File: src/rtl/trigger_cond_pkg.sv
// rtl/trigger_cond_pkg.sv - shared state codes and defaults for the trigger conditioner
package trigger_cond_pkg;

    localparam int DEFAULT_SYNC_STAGES  = 2;
    localparam int DEFAULT_DEBOUNCE_LEN = 10;

    localparam logic [1:0] STABLE_LO = 2'd0;
    localparam logic [1:0] CHECK_HI  = 2'd1;
    localparam logic [1:0] STABLE_HI = 2'd2;
    localparam logic [1:0] CHECK_LO  = 2'd3;

    typedef logic [1:0] trig_state_t;

endpackage

File: src/rtl/trigger_conditioner_if.sv
// rtl/trigger_conditioner_if.sv - trigger input/config and conditioned status signals
interface trigger_conditioner_if #(
    parameter int DEBOUNCE_BIT_WIDTH = 8,
    parameter int GLITCH_BIT_WIDTH   = 8
);
    logic                          trigger_raw;
    logic [DEBOUNCE_BIT_WIDTH-1:0] debounce_len;
    logic                          glitch_clr;
    logic                          trigger_out;
    logic                          rise_pulse;
    logic                          fall_pulse;
    logic [GLITCH_BIT_WIDTH-1:0]   glitch_cnt;

    modport master (
        output trigger_raw, debounce_len, glitch_clr,
        input  trigger_out, rise_pulse, fall_pulse, glitch_cnt
    );

    modport slave (
        input  trigger_raw, debounce_len, glitch_clr,
        output trigger_out, rise_pulse, fall_pulse, glitch_cnt
    );
endinterface

File: src/rtl/trigger_conditioner_sync.sv
// rtl/trigger_conditioner_sync.sv - multi-flop synchroniser for a single asynchronous bit
module bit_synchronizer #(
    parameter int STAGES = 2
) (
    input  logic clk,
    input  logic rst,
    input  logic d,
    output logic q
);
    logic [STAGES-1:0] r_sync;

    always_ff @(posedge clk) begin
        if (rst) begin
            r_sync <= '0;
        end else begin
            r_sync <= {r_sync[STAGES-2:0], d};
        end
    end

    assign q = r_sync[STAGES-1];
endmodule

File: src/rtl/trigger_conditioner.sv
// rtl/trigger_conditioner.sv - synchronise, debounce and edge-detect a raw trigger line
module trigger_conditioner
    import trigger_cond_pkg::*;
#(
    parameter int SYNC_STAGES        = DEFAULT_SYNC_STAGES,
    parameter int DEBOUNCE_BIT_WIDTH = 8,
    parameter int GLITCH_BIT_WIDTH   = 8
) (
    input  logic                  clk,
    input  logic                  rst,
    trigger_conditioner_if.slave  bus
);
    localparam int DW = DEBOUNCE_BIT_WIDTH;
    localparam int GW = GLITCH_BIT_WIDTH;

    logic          w_s;
    logic [DW-1:0] w_len_eff;
    logic          w_glitch_ev;

    trig_state_t   r_state;
    logic [DW-1:0] r_cnt;
    logic [DW-1:0] r_len;
    logic          r_trig;
    logic          r_rise;
    logic          r_fall;
    logic [GW-1:0] r_glitch;

    bit_synchronizer #(.STAGES(SYNC_STAGES)) u_sync (
        .clk (clk),
        .rst (rst),
        .d   (bus.trigger_raw),
        .q   (w_s)
    );

    // A zero length would qualify on the first sample; treat it as one.
    assign w_len_eff   = (bus.debounce_len == '0) ? DW'(1) : bus.debounce_len;
    assign w_glitch_ev = ((r_state == CHECK_HI) && !w_s) || ((r_state == CHECK_LO) && w_s);

    always_ff @(posedge clk) begin
        if (rst) begin
            r_state <= STABLE_LO;
            r_cnt   <= '0;
            r_len   <= '0;
            r_trig  <= 1'b0;
            r_rise  <= 1'b0;
            r_fall  <= 1'b0;
        end else begin
            r_rise <= 1'b0;
            r_fall <= 1'b0;
            case (r_state)
                STABLE_LO: begin
                    if (w_s) begin
                        r_state <= CHECK_HI;
                        r_cnt   <= DW'(1);
                        r_len   <= w_len_eff;
                    end
                end
                CHECK_HI: begin
                    if (!w_s) begin
                        r_state <= STABLE_LO;
                    end else if (r_cnt >= r_len) begin
                        r_state <= STABLE_HI;
                        r_trig  <= 1'b1;
                        r_rise  <= 1'b1;
                    end else begin
                        r_cnt <= r_cnt + 1'b1;
                    end
                end
                STABLE_HI: begin
                    if (!w_s) begin
                        r_state <= CHECK_LO;
                        r_cnt   <= DW'(1);
                        r_len   <= w_len_eff;
                    end
                end
                CHECK_LO: begin
                    if (w_s) begin
                        r_state <= STABLE_HI;
                    end else if (r_cnt >= r_len) begin
                        r_state <= STABLE_LO;
                        r_trig  <= 1'b0;
                        r_fall  <= 1'b1;
                    end else begin
                        r_cnt <= r_cnt + 1'b1;
                    end
                end
                default: r_state <= STABLE_LO;
            endcase
        end
    end

    // Clear wins over the old value but still records a glitch landing on the same cycle.
    always_ff @(posedge clk) begin
        if (rst) begin
            r_glitch <= '0;
        end else if (bus.glitch_clr) begin
            r_glitch <= {{(GW-1){1'b0}}, w_glitch_ev};
        end else if (w_glitch_ev && (r_glitch != '1)) begin
            r_glitch <= r_glitch + 1'b1;
        end
    end

    assign bus.trigger_out = r_trig;
    assign bus.rise_pulse  = r_rise;
    assign bus.fall_pulse  = r_fall;
    assign bus.glitch_cnt  = r_glitch;
endmodule

File: src/flat_wrapper.sv
// flat-port wrapper written by rule: the top's interface ports become plain ports
module trigger_conditioner_flat import trigger_cond_pkg::*;
#(
    parameter int SYNC_STAGES        = DEFAULT_SYNC_STAGES,
    parameter int DEBOUNCE_BIT_WIDTH = 8,
    parameter int GLITCH_BIT_WIDTH   = 8
)
  (clk, rst, bus_trigger_raw, bus_debounce_len, bus_glitch_clr, bus_trigger_out, bus_rise_pulse, bus_fall_pulse, bus_glitch_cnt);
  trigger_conditioner_if #(.DEBOUNCE_BIT_WIDTH(DEBOUNCE_BIT_WIDTH), .GLITCH_BIT_WIDTH(GLITCH_BIT_WIDTH)) bus_i ();
  input  logic clk;
  input  logic rst;
  input wire logic [$bits(bus_i.trigger_raw)-1:0] bus_trigger_raw;
  input wire logic [$bits(bus_i.debounce_len)-1:0] bus_debounce_len;
  input wire logic [$bits(bus_i.glitch_clr)-1:0] bus_glitch_clr;
  output wire logic [$bits(bus_i.trigger_out)-1:0] bus_trigger_out;
  output wire logic [$bits(bus_i.rise_pulse)-1:0] bus_rise_pulse;
  output wire logic [$bits(bus_i.fall_pulse)-1:0] bus_fall_pulse;
  output wire logic [$bits(bus_i.glitch_cnt)-1:0] bus_glitch_cnt;
  assign bus_i.trigger_raw = bus_trigger_raw;
  assign bus_i.debounce_len = bus_debounce_len;
  assign bus_i.glitch_clr = bus_glitch_clr;
  assign bus_trigger_out = bus_i.trigger_out;
  assign bus_rise_pulse = bus_i.rise_pulse;
  assign bus_fall_pulse = bus_i.fall_pulse;
  assign bus_glitch_cnt = bus_i.glitch_cnt;
  trigger_conditioner #(.SYNC_STAGES(SYNC_STAGES), .DEBOUNCE_BIT_WIDTH(DEBOUNCE_BIT_WIDTH), .GLITCH_BIT_WIDTH(GLITCH_BIT_WIDTH)) u_core (.clk(clk), .rst(rst), .bus(bus_i));
endmodule
File: config.mk
export PLATFORM = sky130hd
export DESIGN_NAME = trigger_conditioner_flat
export DESIGN_NICKNAME = d
export VERILOG_FILES = /design/src/rtl/trigger_cond_pkg.sv /design/src/rtl/trigger_conditioner_if.sv /design/src/rtl/trigger_conditioner_sync.sv /design/src/rtl/trigger_conditioner.sv /design/src/flat_wrapper.sv
export SDC_FILE = /design/constraint.sdc
export NUM_CORES = 1
export LEC_CHECK = 0
export ABC_CLOCK_PERIOD_IN_PS = 2300
export BUFFER_PORTS_ARGS = -buffer_cell sky130_fd_sc_hd__buf_4
export CORE_AREA = 2 2 57 59
export CTS_CLUSTER_SIZE = 20
export DETAILED_ROUTE_END_ITERATION = 12
export DIE_AREA = 0 0 59 61
export PLACE_DENSITY = 0.74
export SETUP_SLACK_MARGIN = 0.05
export SYNTH_ARGS = -nofsm -noshare
export SYNTH_HDL_FRONTEND = slang
export SYNTH_HIERARCHICAL = 1
export SYNTH_SLANG_ARGS = --single-unit
File: constraint.sdc
create_clock -name clk -period 2.3 [get_ports clk]
set_input_delay 0.115 -clock clk [delete_from_list [all_inputs] [get_ports clk]]
set_output_delay 0.115 -clock clk [all_outputs]
set_load 0.05 [all_outputs]
==> flow_metrics.tcl, run 1 <==
set metrics [dict create \
    avgSynthCellArea_sq_um 8.43 \
    start_kind "flop" \
    rr_startpoint "u_core/r_cnt[0]" \
    timing.hold.ws_ns 0.0415 \
    grt_antenna_before_repair 0 \
    cts-root-buf "clkbuf_4" \
    drtIter0Drc 51 \
    rsz0062_at_grt "no" \
    p_leak_nw 0.740 \
    met3_usage_pct 7.68 \
    synth_top_area_share_pct 40.0 \
    final_cell_mix "dfxtp_1 (30), buf_4 (28), nand2_1 (26)" \
    clock-sinks 31 \
    critPathMaxFanout 4 \
    finalNetCount 237 \
    dp.cells 239 \
    powerDensity_nw_per_um2 526 \
    cts-htree-levels 2 \
    vias 1419 \
    gp_congestion 0.874 \
    worstHoldEndpoint "u_core/r_len[1]" \
    grt-busiest-layer "met2" \
    yosys_warnings 6 \
    synth_largest_area_cell "dfxtp_1" \
    antenna_cells 0 \
    viasPerCell 5.70 \
    remaining_drc_errors 0 \
    hpwl_mm 2.52 \
    r2r_slack_ns 0.11 \
    area_delta_synth_final_pct 19.9 \
    wirelength_mm 3.47 \
    syn_nets 206 \
    instances_no_fill 249 \
    gr-total-overflow 0 \
    hold_start "bus_debounce_len[1]" \
    gr-usage-met1_pct 22.4 \
    max_freq_mhz 456 \
    synthCells 184 \
    netlist_area_sq_um 1550 \
    cp-end-kind "flop" \
    clkTransAtPathRegs_ns 0.10 \
    outcome "complete, no violations" \
    start_util_pct 52.5 \
    ys_top_cells_by_area "dfxtp_1 (40%), ha_1 (8.1%), a21oi_1 (6.5%), nand2_1 (6.3%), inv_1 (3.1%)" \
    power_mw 0.978 \
    ir_worst_vdd_v 0.000313 \
    synth_ff_type "dfxtp_1" \
    final-setup-viol-count 0 \
    drtAntennaViolNets 0 \
    drv_cap 0 \
    rr_endpoint "u_core/r_cnt[6]" \
    track_usage_pct 21.6 \
    clock_latency_ns 0.33 \
    cts_buffers 5 \
    relSlewSlack_pct 62.9 \
    arrival_ns 2.46 \
    worst_pin_slew_ns 0.553 \
    drive_above_1_share_pct 19.0 \
    grt_pass1_vias 1398 \
    synth_cell_type_count 43 \
    holdPathStages 3 \
    wl_per_cell_microns 14.0 \
    required_ns 2.57 \
    coreArea_sq_um 2950 \
    rr_worst_depth 7 \
    finalCriticalPeriod_ns 2.19 \
    report.final.slew_viol_count 0 \
    clockBufferDepth 2 \
    rows 20 \
    fin_crit_sh_pct 95.4 \
    finalHoldViolCount 0 \
    portBuffers 22 \
    drt_pre_antenna_iters 4 \
    ys_seq_area_share_pct 40.0 \
    die_h_microns 61 \
    globalRouteMet2Util_pct 40.5 \
    final_common_cell "dfxtp_1" \
    cts_tree "done" \
    ys_ff_latch 31 \
    dieArea_sq_um 3600 \
    synthArstFlopShare_pct 0 \
    io_pins 23 \
    grt_pass1_wl_mm 5.73 \
    grt_max_degree 23 \
    synth_edf_count 0 \
    criticalPathCategory "reg -> reg" \
    hold_class "in -> reg" \
    finClkSkew_ns 0.00561 \
    fin_util_pct 63.0 \
    fp.dieW_microns 59 \
    setup_tns_ns 0 \
]
==> registers in the layout (all words and copies together) (netlist names), named ones only <==
register / count
u_core/u_sync/r_sync: 2
u_core/r_state: 1
u_core/bus.trigger_out: 1
u_core/bus.rise_pulse: 1
u_core/r_cnt: 8
u_core/bus.fall_pulse: 1
u_core/bus.glitch_cnt: 8
u_core/r_len: 8
==> power by group <==
group	switching (mW)	internal, mW
clock network	0.180	0.119
registers	0.00968	0.549
logic	0.0683	0.0533
==> logic make-up after synthesis <==
kind of cell | count (synthesis) | synth area share (%)
and+or+nand+nor | 73 | 24.0
DFF | 31 | 40.0
adders and majority gates | 10 | 8.06
buffers and inverters | 19 | 4.60
xor gates and xnor gates | 5 | 2.82
AOI/OAI and AO/OA | 43 | 18.5
muxes | 3 | 2.02
==> stage by stage <==
stage	cell area (sq um)	worst slack, ns
4_1_cts	1840	0.0889
3_5_place_dp	1780	0.0595
3_3_place_gp	1780	0.139
2_1_floorplan	1550	0.157
6_report	1860	0.106
5_1_grt	1860	0.0250
==> timing repair <==
item                                    4_1_cts  5_1_grt
hold endpoints to repair                      1        0
hold buffers                                  1        0
pin swaps                                     0        2
buffers inserted                              0        1
endpoints found under the setup margin        1        3
resized for setup                             1        3
==> critical path, cell delays in order, from the launching register on <==
cell and delay [ns]:
dfxtp_4 0.36, inv_1 0.04, ha_1 0.27, nand2b_1 0.15, a2111o_1 0.43, a31o_4 0.25, or4_1 0.49, a21oi_2 0.14
==> metal layers <==
layer / share of wire [%] / up-vias / wire length [microns]
met5: 0 / - / 0
met4: 0 / 0 / 0
met3: 4.4 / 0 / 153
met2: 55 / 30 / 1910
met1: 41 / 661 / 1410
li1: - / 728 / -
==> cell usage after synthesis, drive strengths merged (2+ instances only) <==
master  number
a21o         2
a21oi       20
a31o         2
a31oi        2
and3         4
and4b        2
clkbuf       5
dfxtp       31
ha          10
inv         13
mux2i        2
nand2       26
nand2b       2
nand3        6
nand4        7
nand4b       2
nor2        11
nor2b        2
nor3         2
nor4         2
o21a         3
o21ai        2
or2          2
or4          2
xnor2        2
xor2         3
==> how the worst max path moves through the flow <==
stage	slack, ns	start	end	depth (start not counted)
3_3_place_gp	0.14	u_core/r_cnt[0]	u_core/r_cnt[6]	7
6_report	0.11	u_core/r_cnt[0]	u_core/r_cnt[6]	7
4_1_cts	0.09	u_core/r_cnt[0]	u_core/r_cnt[6]	7
2_1_floorplan	0.16	u_core/r_cnt[0]	u_core/r_cnt[2]	7
5_1_grt	0.03	u_core/r_cnt[0]	u_core/r_cnt[6]	7
3_5_place_dp	0.06	u_core/r_cnt[0]	u_core/r_cnt[6]	7
==> layout make-up <==
class                   instances  area, sq um
repair buffers                 29          220
inverters                      14         52.6
clock buffers                   7         45.0
well taps                      33         41.3
multi-input cells             134          872
clock inverters                 1         5.00
fillers                       273         1090
flip-flops and latches         31          624
No activity file was read; power rests on OpenSTA's default activity.
==> run 2, diff against run 1 <==
--- a/config.mk
+++ b/config.mk
@@ -11,7 +11,7 @@
 export CTS_CLUSTER_SIZE = 20
 export DETAILED_ROUTE_END_ITERATION = 12
 export DIE_AREA = 0 0 59 61
-export PLACE_DENSITY = 0.74
+export PLACE_DENSITY = 0.71
 export SETUP_SLACK_MARGIN = 0.05
 export SYNTH_ARGS = -nofsm -noshare
 export SYNTH_HDL_FRONTEND = slang
==> run 2 against run 1 <==
Effect of this change: clock-buffer cell count is 1 lower; critical path depth stayed put; global-route usage up 0.086 points; critical path type unchanged; highest routed layer is now met4; wire length grew 2.8%; total power grew 1.8%.
==> flow_metrics.tcl, run 2 (synthesized netlist as in run 1, its figures left out) <==
set metrics [dict create \
    cts-root-buf "clkbuf_4" \
    criticalPathCategory "reg -> reg" \
    hpwl_mm 2.56 \
    r2r_slack_ns 0.14 \
    gr-total-overflow 0 \
    max_freq_mhz 463 \
    clock-sinks 31 \
    die_h_microns 61 \
    n_fill_cell 272 \
    cts_setup_buffers 0 \
    met3_usage_pct 5.76 \
    power_switching_mw 0.257 \
    final_common_cell "dfxtp_1" \
    area_delta_synth_final_pct 18.2 \
    clkTransAtPathRegs_ns 0.09 \
    finalCriticalPeriod_ns 2.16 \
    hold_class "in -> reg" \
    start_kind "flop" \
    p_comb_share_pct 11.6 \
    cts_buffers 5 \
    outcome "complete, no violations" \
    report.final.slew_viol_count 0 \
    final-setup-viol-count 0 \
    wirelength_mm 3.57 \
    drtAntennaViolNets 0 \
    p_int_mw 0.739 \
    crit_end "u_core/r_cnt[6]" \
    holdPathStages 2 \
    rows 20 \
    required_ns 2.57 \
    arrival_ns 2.43 \
    cts-htree-levels 2 \
    power_frac_clock_pct 32.2 \
    grt_pass1_vias 1331 \
    track_usage_pct 21.7 \
    final_cell_mix "dfxtp_1 (30), buf_4 (27), nand2_1 (26)" \
    grt-busiest-layer "met2" \
    fin_util_pct 62.1 \
    coreArea_sq_um 2950 \
    ctsHoldBuffers 0 \
    drive_above_1_share_pct 18.8 \
    drtIter0Drc 73 \
    clockBufferDepth 2 \
    drv_cap 0 \
    finClkSkew_ns 0.00756 \
    gp_congestion 0.809 \
    post_cts_resize_count 0 \
    cts_tree "done" \
    finalNetCount 235 \
    relSlewSlack_pct 60.9 \
    timing.hold.ws_ns 0.0111 \
    fin_crit_sh_pct 93.9 \
    power_mw 0.996 \
    io_pins 23 \
    grt_max_degree 23 \
    fp.dieW_microns 59 \
    crit_start "u_core/r_cnt[0]" \
    drt_pre_antenna_iters 4 \
    start_util_pct 52.5 \
    critPathSlowestCell "or4_1" \
    worst_pin_slew_ns 0.582 \
    remaining_drc_errors 0 \
    viasPerCell 5.89 \
    globalRouteMet2Util_pct 38.7 \
    portBuffers 22 \
    switching_share_pct 25.8 \
    cp-end-kind "flop" \
    grt_antenna_before_repair 0 \
    power_frac_seq_pct 56.2 \
    rr_worst_depth 7 \
    hold_start "bus_trigger_raw" \
    rsz0062_at_grt "no" \
    gr-usage-met1_pct 25.4 \
    dieArea_sq_um 3600 \
    p_leak_nw 0.732 \
    vias 1450 \
    ir_worst_vdd_v 0.000343 \
    grt_pass1_wl_mm 5.87 \
    setup_tns_ns 0 \
    critical_path.max_stage_delay_ns 0.46 \
    clock_latency_ns 0.33 \
    rr_startpoint "u_core/r_cnt[0]" \
    finalHoldViolCount 0 \
    worstPathCellList "inv_1 -> ha_1 -> nand2b_1 -> a2111o_1 -> a31o_2 -> or4_1 -> a21oi_1" \
    wl_per_cell_microns 14.5 \
    antenna_cells 0 \
    powerDensity_nw_per_um2 543 \
    critPathMaxFanout 5 \
    rr_endpoint "u_core/r_cnt[6]" \
]
run 2: cell types whose count changed in the layout (fill, tap and decap cells not counted), sizes merged:
| cell | before | now |
|---|---|---|
| buf | 28 | 27 |
| dlygate4sd3 | 1 | 0 |
| clkbuf | 7 | 6 |
run 2: area by class of cell:
| cell class | count | area, sq um | area share (%) |
|---|---|---|---|
| multi-input cells | 134 | 860 | 46.9 |
| flip-flops and latches | 31 | 622 | 33.9 |
| repair buffers | 27 | 203 | 11.1 |
| inverters | 14 | 52.6 | 2.86 |
| clock buffers | 6 | 51.3 | 2.80 |
| well taps | 33 | 41.3 | 2.25 |
| clock inverters | 1 | 5.00 | 0.273 |
run 2: worst max-delay path, delay by kind of cell (launching register included):
kind | cells | cell delay [ns]
AOI/OAI and AO/OA | 3 | 0.82
adders and majority gates | 1 | 0.27
buffers and inverters | 1 | 0.05
DFF | 1 | 0.37
and+or+nand+nor | 2 | 0.60
run 2: power by group through the flow:
stage / clock network (mW) / registers [mW] / logic [mW]
after CTS: 0.331 / 0.559 / 0.115
after detailed placement: 0 / 0.572 / 0.114
after global routing: 0.356 / 0.562 / 0.127
after floorplan: 0 / 0.581 / 0.0595
final: 0.321 / 0.560 / 0.116
after global placement: 0 / 0.571 / 0.110
run 2: worst min path at each step:
stage	to	slack, ns
2_1_floorplan	u_core/u_sync/r_sync[0]	0.19
3_3_place_gp	u_core/u_sync/r_sync[0]	0.33
3_5_place_dp	u_core/u_sync/r_sync[0]	0.35
4_1_cts	u_core/u_sync/r_sync[0]	0.009
5_1_grt	u_core/u_sync/r_sync[0]	0.03
6_report	u_core/u_sync/r_sync[0]	0.01
run 2: per-stage QoR:
stage / instances / worst slack (ns) / cell area, sq um
after global routing: 246 / 0.0618 / 1830
after CTS: 246 / 0.0598 / 1830
final: 246 / 0.139 / 1830
after floorplan: 184 / 0.157 / 1550
after global placement: 239 / 0.130 / 1780
after detailed placement: 239 / 0.0694 / 1780
run 2: routing by layer:
metal,wire [microns],vias to the layer above
li1,-,722
met1,1520,683
met2,1810,39
met3,195,6
met4,46,0
met5,0,-
